[src/rtl/vga_timing_decoder.sv]
// vga_timing_decoder
// Samples an incoming VGA sync/blank/RGB stream, recovers pixel coordinates,
// measures line and frame geometry, and locks once the geometry matches the
// configured mode for LOCK_FRAMES consecutive frames.
module vga_timing_decoder #(
    parameter int unsigned H_TOTAL     = 800,
    parameter int unsigned V_TOTAL     = 525,
    parameter int unsigned H_ACTIVE    = 640,
    parameter int unsigned V_ACTIVE    = 480,
    parameter int unsigned LOCK_FRAMES = 2
) (
    input  logic        clk,
    input  logic        reset_b,
    input  logic        hsync,
    input  logic        vsync,
    input  logic        blank_b,
    input  logic [7:0]  r,
    input  logic [7:0]  g,
    input  logic [7:0]  b,
    output logic [9:0]  x,
    output logic [9:0]  y,
    output logic        pixel_valid,
    output logic [7:0]  r_o,
    output logic [7:0]  g_o,
    output logic [7:0]  b_o,
    output logic        line_start,
    output logic        frame_start,
    output logic        locked,
    output logic        sync_err,
    output logic [10:0] h_total_meas,
    output logic [10:0] v_total_meas,
    output logic [10:0] h_active_meas,
    output logic [10:0] v_active_meas
);

    localparam logic [10:0]    CNT_MAX = '1;
    localparam logic [10:0]    EXP_HT  = 11'(H_TOTAL);
    localparam logic [10:0]    EXP_VT  = 11'(V_TOTAL);
    localparam logic [10:0]    EXP_HA  = 11'(H_ACTIVE);
    localparam logic [10:0]    EXP_VA  = 11'(V_ACTIVE);
    localparam int unsigned    GW      = $clog2(LOCK_FRAMES + 1);
    localparam logic [GW-1:0]  LOCK_N  = GW'(LOCK_FRAMES);

    typedef enum logic [1:0] {
        SEARCH = 2'd0,
        CHECK  = 2'd1,
        LOCKED = 2'd2
    } state_t;

    function automatic logic [10:0] sat_inc(input logic [10:0] v);
        return (v == CNT_MAX) ? v : v + 11'd1;
    endfunction

    // Input pipeline
    logic        hs1, vs1, bl1;
    logic        hs2, vs2, bl2;
    logic [23:0] rgb1;

    // Edge strobes
    logic hfall, vfall, act_start;

    // Geometry counters
    logic [10:0] hcnt, acnt, lcnt, y_cnt;

    // Values captured by the current cycle's edges (hfall applied before vfall)
    logic [10:0] h_total_nxt, h_active_nxt, lcnt_hf, ycnt_hf;
    logic        meas_ok, timeout;

    // Lock FSM
    state_t        state, state_nxt;
    logic [GW-1:0] good, good_nxt, good_inc;
    logic          locked_nxt, err_nxt;

    // Two-stage register of the pins; stage 2 only needs the control bits
    always_ff @(posedge clk or negedge reset_b) begin
        if (!reset_b) begin
            hs1  <= 1'b0;
            vs1  <= 1'b0;
            bl1  <= 1'b0;
            rgb1 <= '0;
            hs2  <= 1'b0;
            vs2  <= 1'b0;
            bl2  <= 1'b0;
        end else begin
            hs1  <= hsync;
            vs1  <= vsync;
            bl1  <= blank_b;
            rgb1 <= {r, g, b};
            hs2  <= hs1;
            vs2  <= vs1;
            bl2  <= bl1;
        end
    end

    // Edge decode from the two pipeline stages
    always_comb begin
        hfall     = hs2 & ~hs1;
        vfall     = vs2 & ~vs1;
        act_start = bl1 & ~bl2;
    end

    // Line-end updates folded first so a coincident vfall sees the finished line
    always_comb begin
        h_total_nxt  = h_total_meas;
        h_active_nxt = h_active_meas;
        lcnt_hf      = lcnt;
        ycnt_hf      = y_cnt;
        if (hfall) begin
            h_total_nxt  = sat_inc(hcnt);
            h_active_nxt = acnt;
            lcnt_hf      = sat_inc(lcnt);
            if (acnt != '0) begin
                ycnt_hf = sat_inc(y_cnt);
            end
        end
        meas_ok = (h_total_nxt == EXP_HT) && (h_active_nxt == EXP_HA) &&
                  (lcnt_hf == EXP_VT) && (ycnt_hf == EXP_VA);
        timeout = (hcnt == CNT_MAX);
    end

    // Line/frame counters and measurement capture
    always_ff @(posedge clk or negedge reset_b) begin
        if (!reset_b) begin
            hcnt          <= '0;
            acnt          <= '0;
            lcnt          <= '0;
            y_cnt         <= '0;
            h_total_meas  <= '0;
            h_active_meas <= '0;
            v_total_meas  <= '0;
            v_active_meas <= '0;
        end else begin
            hcnt          <= hfall ? '0 : sat_inc(hcnt);
            acnt          <= hfall ? '0 : (bl1 ? sat_inc(acnt) : acnt);
            h_total_meas  <= h_total_nxt;
            h_active_meas <= h_active_nxt;
            if (vfall) begin
                v_total_meas  <= lcnt_hf;
                v_active_meas <= ycnt_hf;
                lcnt          <= '0;
                y_cnt         <= '0;
            end else begin
                lcnt  <= lcnt_hf;
                y_cnt <= ycnt_hf;
            end
        end
    end

    // Pixel data, valid flag, x coordinate and sync strobes
    always_ff @(posedge clk or negedge reset_b) begin
        if (!reset_b) begin
            pixel_valid <= 1'b0;
            r_o         <= '0;
            g_o         <= '0;
            b_o         <= '0;
            x           <= '0;
            line_start  <= 1'b0;
            frame_start <= 1'b0;
        end else begin
            pixel_valid       <= bl1;
            {r_o, g_o, b_o}   <= rgb1;
            line_start        <= hfall;
            frame_start       <= vfall;
            if (act_start) begin
                x <= '0;
            end else if (bl1 && (x != '1)) begin
                x <= x + 10'd1;
            end
        end
    end

    // y is the line count clamped to the 10-bit coordinate range
    always_comb begin
        y = (y_cnt > 11'd1023) ? 10'd1023 : y_cnt[9:0];
    end

    // Lock FSM state register
    always_ff @(posedge clk or negedge reset_b) begin
        if (!reset_b) begin
            state <= SEARCH;
            good  <= '0;
        end else begin
            state <= state_nxt;
            good  <= good_nxt;
        end
    end

    // Lock FSM next state: missing hsync overrides any frame judgement
    always_comb begin
        state_nxt = state;
        good_nxt  = good;
        good_inc  = good + GW'(1);
        if (timeout) begin
            state_nxt = SEARCH;
            good_nxt  = '0;
        end else if (vfall) begin
            case (state)
                SEARCH: begin
                    state_nxt = CHECK;
                    good_nxt  = '0;
                end
                CHECK: begin
                    if (meas_ok) begin
                        good_nxt = good_inc;
                        if (good_inc == LOCK_N) begin
                            state_nxt = LOCKED;
                        end
                    end else begin
                        good_nxt = '0;
                    end
                end
                LOCKED: begin
                    if (!meas_ok) begin
                        state_nxt = SEARCH;
                        good_nxt  = '0;
                    end
                end
                default: begin
                    state_nxt = SEARCH;
                    good_nxt  = '0;
                end
            endcase
        end
    end

    // Lock FSM outputs: derived from the next state so they align with the measurements
    always_comb begin
        locked_nxt = (state_nxt == LOCKED);
        err_nxt    = (state != SEARCH) && (state_nxt == SEARCH);
    end

    // Registered lock status and error pulse
    always_ff @(posedge clk or negedge reset_b) begin
        if (!reset_b) begin
            locked   <= 1'b0;
            sync_err <= 1'b0;
        end else begin
            locked   <= locked_nxt;
            sync_err <= err_nxt;
        end
    end

endmodule

[config.mk]
export PLATFORM = sky130hd
export DESIGN_NAME = vga_timing_decoder
export DESIGN_NICKNAME = d
export VERILOG_FILES = /design/src/rtl/vga_timing_decoder.sv
export SDC_FILE = /design/constraint.sdc
export NUM_CORES = 1
export LEC_CHECK = 0
export ABC_AREA = 1
export CAP_MARGIN = 0
export CELL_PAD_IN_SITES_DETAIL_PLACEMENT = 0
export CELL_PAD_IN_SITES_GLOBAL_PLACEMENT = 1
export CORE_ASPECT_RATIO = 2
export CORE_MARGIN = 2
export CORE_UTILIZATION = 40
export CTS_CLUSTER_DIAMETER = 150
export DETAILED_ROUTE_END_ITERATION = 8
export GPL_ROUTABILITY_DRIVEN = 0
export PLACE_DENSITY_LB_ADDON = 0.12
export SYNTH_ARGS = -nofsm -noshare
export SYNTH_HDL_FRONTEND = slang
export SYNTH_SLANG_ARGS = --single-unit
[constraint.sdc]
create_clock -name clk -period 2.55 [get_ports clk]
set_clock_uncertainty 0.05 [all_clocks]
set_input_delay 0.51 -clock clk [delete_from_list [all_inputs] [get_ports clk]]
set_output_delay 0.51 -clock clk [all_outputs]
set_load 0.05 [all_outputs]
-- Word-level counts from Yosys, hierarchy flattened
Cells that the tools add are included.
- input port bits: 29
- ROM bits: 0
- memory bits (writable): 0
- output and inout port bits: 93
- latch bits: 0
- memories: 0
- bits in registers: 160
- logic and storage cells: 95
- equal/unequal tests: 15
- reductions and logical operators: 14
- shifts and indexed selects: 0
- div/mod/pow operators: 0
- $add $sub $neg: 6
- bitwise logic cells: 6
- order comparisons: 1
- mux-type cells: 28
- multiply operators: 0
- operators with widths (cell ; number):
    2-to-1 mux 11 bit ; 14
    adder 11 x 1 -> 11 bit, second input constant ; 4
    equality test 11 bit, second input constant ; 4
    equality test 11 x 10 -> 1 bit, second input constant ; 3
    2-to-1 mux 10 bit ; 3
    2-to-1 mux 2 bit ; 9
    equality test 11 x 9 -> 1 bit, second input constant ; 1
    greater-than comparator 11 x 10 -> 1 bit, second input constant ; 1
    nonzero test 11 bit ; 1
    adder 10 x 1 -> 10 bit, second input constant ; 1
    inequality test 10 bit, second input constant ; 1
    nonzero test 2 bit ; 4
    equality test 2 bit, second input constant ; 3
    one-hot mux 2 bit (3 select lines) ; 1
    logical AND 1 bit ; 5
    logical NOT 2 bit ; 2
    one-hot mux 2 bit (2 select lines) ; 1
    AND reduction 2 bit ; 2
    bitwise AND 1 bit ; 3
    inequality test 3 bit, second input constant ; 1
    NOT 1 bit ; 3
    adder 2 x 1 -> 2 bit, second input constant ; 1
    equality test 2 x 1 -> 1 bit, second input constant ; 1
    inequality test 2 bit, second input constant ; 1

-- Longest topological paths before layout
- depth after elaboration: 13
- depth in mapped cells: 18
- mapped depth without buffers: 18

-- Worst setup path after synthesis
Ideal clock, no wire load.
- path type: flip-flop to output port
- start: reg y_cnt[0]
- end: out y[0]
- arrival time: 1765 ps
- path buffers: 0
- data required time: 1990 ps
- setup slack: 225 ps
- stages on the path, launching flop included: 8
- path through: dfrtp_1 ha_1 nand2_1 nor2_1 and2_1 nor3_1 a21oi_1 nand2_1
- longest elaborated chain between the ends: 2
- ends and longest elaborated chain (what ; line ; source):
    start, declared ; 63 ; logic [10:0] hcnt, acnt, lcnt, y_cnt;
    start signal, assigned ; 144 ; y_cnt <= ycnt_hf;
    greater-than comparator 11 x 10 -> 1 bit ; 174 ; y = (y_cnt > 11'd1023) ? 10'd1023 : y_cnt[9:0];
    2-to-1 mux 10 bit * ; 174 ;
    end, declared ; 21 ; output logic [9:0] y,
Every way passes the cells marked *; elsewhere a longest branch is shown, timed or not.

-- Worst setup path in the final report
- start: reg y_cnt[1]
- end: out y[3]
- longest elaborated chain between the ends: 2
- ends and longest elaborated chain (what ; line):
    greater-than comparator 11 x 10 -> 1 bit ; 174
    2-to-1 mux 10 bit ; 174
No other way between the ends.

==> impl_summary.md <==
Die
The floorplan die area is between 15000 and 20000 µm². The number of placement rows is 68. The initial core utilization is between 40% and 50%. 122 I/O pins were placed.

After floorplanning, the core was sized to cover between 15000 and 20000 µm². Measured along the x axis, the die boundary spans 97.1 µm. The die outline height is around 190 µm.

Finish
The final net count is 973. The share of final-layout standard cells stronger than drive strength 1 is approximately 15%. Leaving out filler cells and counting taps, the final layout contains about 1200. The synthesis-to-finish area growth is 34.6%.

The utilization after layout is 54.6%. The antenna diode instance count is 0. The number of inserted filler cells in the final layout is ~1600.

Timing
The worst pin sits at a relative slew slack of about 63%. At the pin with the least slew margin, the transition time is 0.547 ns. Setup repair after global routing could not meet its margin everywhere. On the final layout, the worst hold slack is 0.297 ns. The final count of negative-setup-slack endpoints is 0.

The highest clock frequency the design can meet is 402 MHz. The number of hold-slack violations in the final timing report is 0. Counting I/O delays and the setup requirement, the final critical path takes between 2 and 2.5 ns. The final cycle utilization of the critical path is 97.5%. The final-report max-slew violation count was 0.

Logic synthesis
By count the netlist is led by sky130_fd_sc_hd__nand2_1, sky130_fd_sc_hd__dfrtp_1, sky130_fd_sc_hd__inv_1. The cell with the most instances after synthesis is sky130_fd_sc_hd__nand2_1. The synthesized netlist net count is roughly 800. Yosys printed 0 warnings.

The register area share after synthesis is between 50 and 60%. The dominant combinational cell family by area after synthesis is simple AND/OR/NAND/NOR gates. The share of flip-flops with an asynchronous set or reset after synthesis is 100%. The compound-cell area share of the yosys netlist is under 10%. The number of enable-type register cells in the synthesized netlist is 0. The number of different library cells used by synthesis comes to 43. Synthesis inferred 160 register bits. The top cell type by area accounts for 57.7% of the synthesized area.

Of the total synthesized cell area, the portion taken by AND, OR, NAND and NOR gates is 25.7%. The synthesized-area fraction occupied by adder cells is 1.26%. The mean area per synthesized cell is between 8 and 9 µm². Multiplexer cells account for 0% of the synthesized area. In this run the cell area of the synthesized design comes to 6940 µm². Ranked by total cell area, the synthesized netlist is headed by sky130_fd_sc_hd__dfrtp_1, sky130_fd_sc_hd__nand2_1, sky130_fd_sc_hd__inv_1. The post-synthesis xor/xnor area fraction is under 10%.

The primary flip-flop cell chosen by synthesis mapping is sky130_fd_sc_hd__dfrtp_1. Counting every instance in the synthesized netlist gives 784. The cell type with the highest aggregate area in the netlist is sky130_fd_sc_hd__dfrtp_1.

GRT
For this run, the total global-route usage over all layers was measured as a little under a fifth. The first-pass GRT wire length is about 27000 µm. The remaining global-route overflow is 0. The initial antenna violation count is 0. Entering global routing, the biggest net connects 58 pins.

The number of global-route vias before repair was ~5500.

Detailed routing
The detailed-route wire length is 16200 µm. After detailed routing, the number of remaining DRC violations is 0. The average via count per standard cell is about 4.7. Dividing the detail-routed wire length by the instance count gives between 10 and 15 µm.

The detail route stage leaves a number of antenna-violating nets equal to 0. The detailed router finished its first iteration with between 200 and 250 violations. The number of optimization iterations in the first detailed-route pass is 4. The number of vias after detailed routing is about 5500.

Clock network
The clock-pin slew on the worst setup and hold paths is ~0.07 ns. The maximum number of buffers from clock root to sink is 2. The clock tree root driver cell is sky130_fd_sc_hd__clkbuf_16.

The number of clock buffers added by TritonCTS is 17. The number of H-tree levels is 4. The TritonCTS clock tree is built. Counting every sink on the clock net gives 160. The clock latency at the later pin of the worst-skew pair is approximately 0.42 ns.

Status
The flow ran to the end, and the final reports show no timing, DRC or antenna violations.

Pwr
For this design the static power due to leakage is ~4.4 nW. In this run the power density over the cells is around 730 nW/µm². IR analysis of the VDD net gives a maximum drop of 451 µV.

Setup path
The cell with the largest stage delay on the worst path is sky130_fd_sc_hd__dfrtp_1. Of all nets on the critical path, the largest fanout is 4. On the worst path, the slowest cell contributes a delay of 0.40 ns.

STA classifies the critical path startpoint as a flop. Data on the critical path is required at its endpoint by 1.99 ns. The arrival time at the worst endpoint is about 1.9 ns. The most numerous cell type found on the critical path is sky130_fd_sc_hd__buf_4.

The kind of critical path is flop to primary output. Walking the worst path, the cells encountered are buf_4 -> buf_4 -> nand3_1 -> nor2_2 -> a21oi_2 -> nand2_1 -> buf_6. The critical path endpoint category is a primary output.

Place
The HPWL after detailed placement is 11600 µm. Once placement completed, the tool counted placed cells totaling between 1000 and 1500. Port buffering added roughly 120 buffers.

Worst hold path
The worst hold-check path type is flop to flop.

Flow run
The count of max-cap constraint violations is 0.
-- area by class of cell --
class                           count  area [µm²]  share of cell area [%]
Clock buffer                       18         439                    4.70
Inverter                          114         428                    4.58
Clock inverter                     14         171                    1.84
Tap cell                          210         263                    2.81
Timing Repair Buffer              151        1490                    16.0
Sequential cell                   160        4010                    42.9
Multi-Input combinational cell    493        2540                    27.2
-- path summary, 6_finish.rpt --
kind / startpoint / endpoint / slack [ns] / cells past startpoint
worst max register to register: y_cnt[1] / good[0] / 0.15 / 15
worst min register to register: rgb1[3] / b_o[3] / 0.30 / 0
worst max-delay path: y_cnt[1] / y[3] / 0.06 / 7
worst min-delay path: rgb1[3] / b_o[3] / 0.30 / 0
min in group asynchronous: reset_b / x[3] / 0.51 / 2
max in group asynchronous: reset_b / hs2 / 1.25 / 3
-- state kept, by name, indices dropped and copies added (netlist names), 2 cells and up --
register,flops
hcnt,11
v_active_meas,11
h_total_meas,11
r_o,8
rgb1,24
acnt,11
lcnt,11
h_active_meas,11
good,2
y_cnt,11
x,10
g_o,8
state,2
v_total_meas,11
b_o,8
-- cells by family (layout without fill, tap and decap cells) --
group / count (synthesis) / in the layout
and+or+nand+nor: 398 / 398
DFF: 160 / 160
buffers and inverters: 132 / 297
AOI/OAI and AO/OA: 78 / 79
xor gates and xnor gates: 9 / 9
adders and majority gates: 7 / 7
-- cell usage in the layout (no fill, tap or decap), types with 2 or more instances in the layout --
master	Yosys	final
sky130_fd_sc_hd__xnor2_1	2	2
sky130_fd_sc_hd__inv_6	0	3
sky130_fd_sc_hd__inv_8	0	4
sky130_fd_sc_hd__inv_2	7	7
sky130_fd_sc_hd__a21oi_2	2	3
sky130_fd_sc_hd__nand2_1	195	185
sky130_fd_sc_hd__inv_1	107	107
sky130_fd_sc_hd__clkbuf_16	0	17
sky130_fd_sc_hd__clkinv_8	0	3
sky130_fd_sc_hd__buf_12	1	3
sky130_fd_sc_hd__nand2_2	9	19
sky130_fd_sc_hd__nor2_1	71	62
sky130_fd_sc_hd__buf_6	3	11
sky130_fd_sc_hd__clkdlybuf4s50_1	0	111
sky130_fd_sc_hd__dfrtp_1	160	159
sky130_fd_sc_hd__xor2_1	7	7
sky130_fd_sc_hd__a31oi_1	6	6
sky130_fd_sc_hd__buf_4	3	25
sky130_fd_sc_hd__and2_1	3	2
sky130_fd_sc_hd__o21ai_0	38	37
sky130_fd_sc_hd__or2_2	8	8
sky130_fd_sc_hd__nand4_1	16	16
sky130_fd_sc_hd__nand3_1	59	58
sky130_fd_sc_hd__o31ai_1	2	2
sky130_fd_sc_hd__ha_1	7	5
sky130_fd_sc_hd__a21oi_1	18	17
sky130_fd_sc_hd__nor4_1	3	3
sky130_fd_sc_hd__nand3_4	0	2
sky130_fd_sc_hd__nor2_2	7	11
sky130_fd_sc_hd__o21ai_1	7	7
sky130_fd_sc_hd__nor2_4	3	8
sky130_fd_sc_hd__nor3_1	10	9
sky130_fd_sc_hd__nand3b_1	4	4
-- layer usage --
layer	global-route usage [%]	wire [µm]
met1	24.3	7210
met2	30.7	8190
met3	3.52	578
met4	6.50	214
met5	0	0
-- power breakdown --
| part | total [W] | leakage, nW | internal (W) | switching (W) |
|---|---|---|---|---|
| registers | 0.00286 | 2.04 | 0.00273 | 0.000129 |
| clock network | 0.00258 | 0.297 | 0.00143 | 0.00115 |
| logic | 0.00139 | 2.09 | 0.000491 | 0.000902 |
| total | 0.00683 | 4.42 | 0.00465 | 0.00218 |
-- stage by stage --
step | setup TNS (ns) | instance area, µm² | setup slack, ns | power, W
global route | -0.115 | 9340 | -0.0251 | 0.00717
global placement | 0 | 8470 | 0.0397 | 0.00421
CTS | 0 | 9210 | 0.00418 | 0.00688
finish | 0 | 9340 | 0.0637 | 0.00683
detailed placement | -0.0130 | 8470 | -0.00652 | 0.00422
floorplan | 0 | 6940 | 0.225 | 0.00373
-- critical path, delay by kind of cell (launching register included) --
family | cells | cell delay (ns)
DFF | 1 | 0.40
and+or+nand+nor | 3 | 0.55
AOI/OAI and AO/OA | 1 | 0.15
buffers and inverters | 3 | 0.40
-- timing repair --
| action | 4_1_cts | 5_1_grt |
|---|---|---|
| endpoints found under the setup margin | 11 | 15 |
| hold buffers | 1 | 0 |
| gates resized for setup | 22 | 26 |
| gates cloned | 1 | 0 |
| buffers inserted | 4 | 5 |
| hold endpoints to repair | 34 | 0 |
| pin swaps | 6 | 4 |
Power figures use the tool's default switching activity.
